===== config.mk =====
export PLATFORM = sky130hd
export DESIGN_NAME = wb_stage
export DESIGN_NICKNAME = d
export VERILOG_FILES = /design/src/rtl/wb_stage.sv
export SDC_FILE = /design/constraint.sdc
export NUM_CORES = 1
export LEC_CHECK = 0
export ABC_CLOCK_PERIOD_IN_PS = 1700
export CORE_MARGIN = 10
export CORE_UTILIZATION = 36
export DETAILED_ROUTE_END_ITERATION = 6
export PLACE_DENSITY = 0.76
export SETUP_SLACK_MARGIN = 0.05
export SLEW_MARGIN = 25
export SYNTH_ARGS = -nofsm -noshare
export SYNTH_HDL_FRONTEND = slang
export SYNTH_SLANG_ARGS = --single-unit

===== constraint.sdc =====
create_clock -name clk -period 1.7 [get_ports clk]
set_clock_uncertainty 0.1 [all_clocks]
set_input_delay 0.255 -clock clk [delete_from_list [all_inputs] [get_ports clk]]
set_output_delay 0.255 -clock clk [all_outputs]
set_load 0.05 [all_outputs]

===== src/rtl/wb_stage.sv =====
// Write-back stage: MEM/WB pipeline register with stall/flush, write-back data
// select and extension, register-file write port, bypass lookups, retired count.
module wb_stage #(
  parameter int                 DATA_W    = 16,
  parameter int                 ADDR_W    = 4,
  parameter int                 INSTR_W   = 16,
  parameter int                 NUM_FWD   = 2,
  parameter int                 CNT_W     = 32,
  parameter int                 ZERO_EN   = 0,
  parameter int                 ZERO_REG  = 0,
  parameter logic [INSTR_W-1:0] NOP_INSTR = 16'h0800
) (
  input  logic                      clk,
  input  logic                      rst,
  input  logic                      wbi_valid,
  input  logic                      wbi_stall,
  input  logic                      wbi_flush,
  input  logic [INSTR_W-1:0]        wbi_instr,
  input  logic [DATA_W-1:0]         wbi_alu_data,
  input  logic [DATA_W-1:0]         wbi_mem_data,
  input  logic [1:0]                wbi_sel,
  input  logic [ADDR_W-1:0]         wbi_wreg_addr,
  input  logic                      wbi_reg_wrn,
  input  logic [NUM_FWD*ADDR_W-1:0] wbi_fwd_addr,
  output logic [NUM_FWD-1:0]        wbo_fwd_hit,
  output logic [NUM_FWD*DATA_W-1:0] wbo_fwd_data,
  output logic [INSTR_W-1:0]        wbo_instr,
  output logic [ADDR_W-1:0]         wbo_wreg_addr,
  output logic [DATA_W-1:0]         wbo_wreg_data,
  output logic                      wbo_reg_wrn,
  output logic [CNT_W-1:0]          wbo_retired
);

  localparam logic [ADDR_W-1:0] ZERO_A = ADDR_W'(ZERO_REG);

  logic [INSTR_W-1:0] instr_p0;
  logic [ADDR_W-1:0]  addr_p0;
  logic [DATA_W-1:0]  data_p0;
  logic               wrn_p0;
  logic [CNT_W-1:0]   retired_p0;

  // Byte loads extend from bit 7; DATA_W may be exactly 8, so no replication.
  function automatic logic [DATA_W-1:0] wb_select(input logic [1:0]        sel,
                                                   input logic [DATA_W-1:0] alu,
                                                   input logic [DATA_W-1:0] mem);
    logic [DATA_W-1:0] r;
    r = '0;
    case (sel)
      2'b00: r = alu;
      2'b01: r = mem;
      2'b10: begin
        r[7:0] = mem[7:0];
        for (int i = 8; i < DATA_W; i++) r[i] = mem[7];
      end
      default: r[7:0] = mem[7:0];
    endcase
    return r;
  endfunction

  function automatic logic is_zero_reg(input logic [ADDR_W-1:0] a);
    return (ZERO_EN != 0) && (a == ZERO_A);
  endfunction

  // MEM -> WB stage register
  always_ff @(posedge clk or negedge rst) begin
    if (!rst) begin
      instr_p0   <= NOP_INSTR;
      addr_p0    <= '0;
      data_p0    <= '0;
      wrn_p0     <= 1'b1;
      retired_p0 <= '0;
    end else if (wbi_flush || (!wbi_stall && !wbi_valid)) begin
      instr_p0 <= NOP_INSTR;
      addr_p0  <= '0;
      data_p0  <= '0;
      wrn_p0   <= 1'b1;
    end else if (!wbi_stall) begin
      instr_p0   <= wbi_instr;
      addr_p0    <= wbi_wreg_addr;
      data_p0    <= wb_select(wbi_sel, wbi_alu_data, wbi_mem_data);
      wrn_p0     <= wbi_reg_wrn | is_zero_reg(wbi_wreg_addr);
      retired_p0 <= retired_p0 + CNT_W'(1);
    end
  end

  assign wbo_instr     = instr_p0;
  assign wbo_wreg_addr = addr_p0;
  assign wbo_wreg_data = data_p0;
  assign wbo_reg_wrn   = wrn_p0;
  assign wbo_retired   = retired_p0;

  // Bypass lookups against the registered write, zero-latency
  always_comb begin
    wbo_fwd_hit  = '0;
    wbo_fwd_data = '0;
    for (int i = 0; i < NUM_FWD; i++) begin
      if (!wrn_p0 && (wbi_fwd_addr[i*ADDR_W +: ADDR_W] == addr_p0) &&
          !is_zero_reg(wbi_fwd_addr[i*ADDR_W +: ADDR_W])) begin
        wbo_fwd_hit[i]                 = 1'b1;
        wbo_fwd_data[i*DATA_W +: DATA_W] = data_p0;
      end
    end
  end

endmodule


==> results_dict.tcl <==
set metrics [dict create \
    grt_pass1_wl_mm 19.3 \
    routed_wl_mm 12.9 \
    final_area_mm2 0.00653 \
    yosys_most_used_dff "dfrtp_1" \
    final-hold-violation-count 0 \
    cts.clk_slew.worst_paths_ns 0.07 \
    dp_hpwl_mm 10.2 \
    max_freq_mhz 465 \
    wl_per_cell_um 19.8 \
    power_mw 4.43 \
    cts.sinks 69 \
    fin_cells 650 \
    coreArea_mm2 0.00915 \
    placed_cell_area_mm2 0.00604 \
    synth_nets 378 \
    synth_seq_area_share 0.515 \
    slew_headroom 0.699 \
    max_cap_violations 0 \
    powerDensity_mw_per_mm2 678 \
    n_fill_cell 640 \
    p_leak_nw 3.16 \
    worst-setup-path-type "reg -> out" \
    ys_ff_latch 69 \
    combPwrFrac 0.299 \
    port_buffers 170 \
    rows 35 \
    dpl.cell_count 621 \
    vias 3246 \
    dieArea_mm2 0.0136 \
    yosysUniqueCellTypes 38 \
    switching_share 0.293 \
    clk_path_buf_depth 2 \
    die_y_um 117 \
    cp_max_fo 8 \
    final.min_clock_period_ns 2.15 \
    worst_slew_pin_slew_ns 0.452 \
    ir_drop_mv 0.512 \
    synthArstFlopShare 1.00 \
    post-route-util 0.713 \
    cts_root_buffer "clkbuf_8" \
    r2r_cells 4 \
    crit_required_ns 1.34 \
    postRouteAntennaNets 0 \
    die_w_um 117 \
    grtUsageTotal 0.185 \
    setup_viol 41 \
    arrival_ns 1.79 \
    p_int_mw 3.13 \
    pin_count 171 \
    syn_avg_cell_area_um2 10.9 \
    seqPwrFrac 0.411 \
    hp-class "in -> async" \
    status "finished, violations left" \
    initial_utilization 0.367 \
    grt_pass1_vias 3469 \
    clkLatencyLatePin_ns 0.34 \
    synthesis.area_mm2 0.00336 \
    h-tree-depth 3 \
    dr.pass1.iters 4 \
    cts_tree "yes" \
    place.gp.congestion 0.886 \
    drc 0 \
    synthCells 309 \
    synth_edf_count 0 \
    drt_iter0_markers 154 \
    finalCritPeriodShare 1.26 \
    violations "setup timing" \
    antenna_found_initial 0 \
    p_clk_frac 0.290 \
    synth_warnings 0 \
    nets 602 \
    dp_slack_ns -0.490 \
    layout_setup_ws_ns -0.449 \
    cts_made_buffers 9 \
    area_growth_pct 94.3 \
    vias_per_cell 4.99 \
    overflow 0 \
    slew_violations 0 \
    switching_power_mw 1.30 \
    grt_max_degree 35 \
    drive_gt1_frac 0.509 \
    rsz0062_at_grt "yes" \
    worstSetupStartpointType "flop" \
    worstSetupEndpointType "primary output" \
]
==> final cells by class <==
type / count / area (µm²) / area share
Sequential cell: 69 / 1770 / 0.271
Clock inverter: 2 / 35.0 / 0.00537
Inverter: 9 / 33.8 / 0.00518
Clock buffer: 14 / 153 / 0.0234
Antenna cell: 1 / 2.50 / 0.000383
Multi-Input combinational cell: 218 / 1880 / 0.289
Timing Repair Buffer: 226 / 2510 / 0.385
Tap cell: 111 / 139 / 0.0213
==> layout by cell type, fill, tap and decap left out, types with 2 or more instances in the layout <==
cell type	Yosys	layout
and3_1	5	4
clkbuf_8	0	10
dfrtp_1	67	35
mux2i_1	16	16
o21ai_0	17	17
clkbuf_1	12	4
a22o_1	26	26
dfrtp_2	0	32
buf_4	0	96
o22a_1	2	2
and2_4	0	32
nor2_4	0	5
clkdlybuf4s50_1	0	62
buf_6	1	14
xnor2_1	14	13
or4_4	1	2
dlygate4sd2_1	0	4
buf_12	0	48
nand4_1	8	8
nor4_4	1	8
xor2_1	22	21
nand3_1	7	6
inv_1	9	8
nor3_4	1	6
nand2_1	26	25
dfstp_2	2	2
nor2_2	1	2
nor2_1	10	4
==> path summary, 6_finish.rpt <==
| check | start | endpoint | slack [ns] |
|---|---|---|---|
| worst max-delay path | wbo_wreg_addr[0] | wbo_fwd_data[3] | -0.45 |
| worst min-delay path | rst | wbo_wreg_data[8] | 0.32 |
| min in group clk | wbi_valid | wbo_retired[2] | 0.35 |
| worst min register to register | wbo_retired[31] | wbo_retired[31] | 0.38 |
| worst max register to register | wbo_retired[3] | wbo_retired[28] | -0.10 |
| max in group asynchronous | rst | wbo_instr[11] | 0.60 |
==> synth_stat cells (3+ instances only) <==
library cell   n  area (µm²)
dfrtp_1       67        1680
and2_1        32         200
a22o_1        26         228
nand2_1       26        97.6
xor2_1        22         193
o21ai_0       17        85.1
mux2i_1       16         160
xnor2_1       14         123
clkbuf_1      12        45.0
nor2_1        10        37.5
inv_1          9        33.8
nand4_1        8        50.1
nand3_1        7        35.0
nor4_1         7        43.8
and3_1         5        31.3
nor3_1         4        20.0
nor3_2         3        30.0
==> sequential cells by signal, summed over array words and instances, names as in the netlist <==
register / cells
wbo_retired: 32
wbo_wreg_addr: 4
wbo_instr: 16
wbo_wreg_data: 16
wbo_reg_wrn: 1
==> layer usage <==
layer	share of wire	global-route usage
met5	0	0
met4	0.023	0.0626
met3	0.043	0.0442
met2	0.57	0.331
met1	0.37	0.210
==> repair_timing <==
action                     4_1_cts  5_1_grt
setup endpoints to repair       54       55
pin swaps                       14       18
hold endpoints to repair        13        0
cloned                           1        0
buffers inserted                 5        5
hold buffers                     1        0
gates resized for setup         35       14
==> stage by stage <==
stage	TNS, ns	hold slack, ns
2_1_floorplan	-7.35	-0.141
3_3_place_gp	-24.64	0.131
3_5_place_dp	-27.19	0.133
4_1_cts	-15.54	0.340
5_1_grt	-18.63	0.347
6_report	-15.09	0.322
==> power groups by stage <==
| stage | clock (mW) | combinational (mW) | sequential (mW) |
|---|---|---|---|
| floorplan | 0 | 0.191 | 2.15 |
| detailed placement | 0 | 1.24 | 1.84 |
| global route | 1.38 | 1.40 | 1.83 |
| CTS | 1.31 | 1.32 | 1.82 |
| global placement | 0 | 1.23 | 1.84 |
| finish | 1.28 | 1.32 | 1.82 |
==> kinds of logic (layout without fill, tap and decap cells) <==
family | Yosys count | after routing | synth area share
mux | 16 | 16 | 0.0477
compound gates | 48 | 48 | 0.105
flops | 69 | 69 | 0.515
other cells | 0 | 1 | 0
xor+xnor | 36 | 36 | 0.0939
buf+inv | 23 | 251 | 0.0283
simple gates | 116 | 117 | 0.207
fa+ha+maj | 1 | 1 | 0.00373
==> worst max-delay path, stage by stage, from the launching register on <==
cell      delay, ns
dfrtp_2        0.41
a222oi_1       0.30
and4b_2        0.30
buf_6          0.14
and2_4         0.16
buf_12         0.13
(Power assumes the default switching activity.)
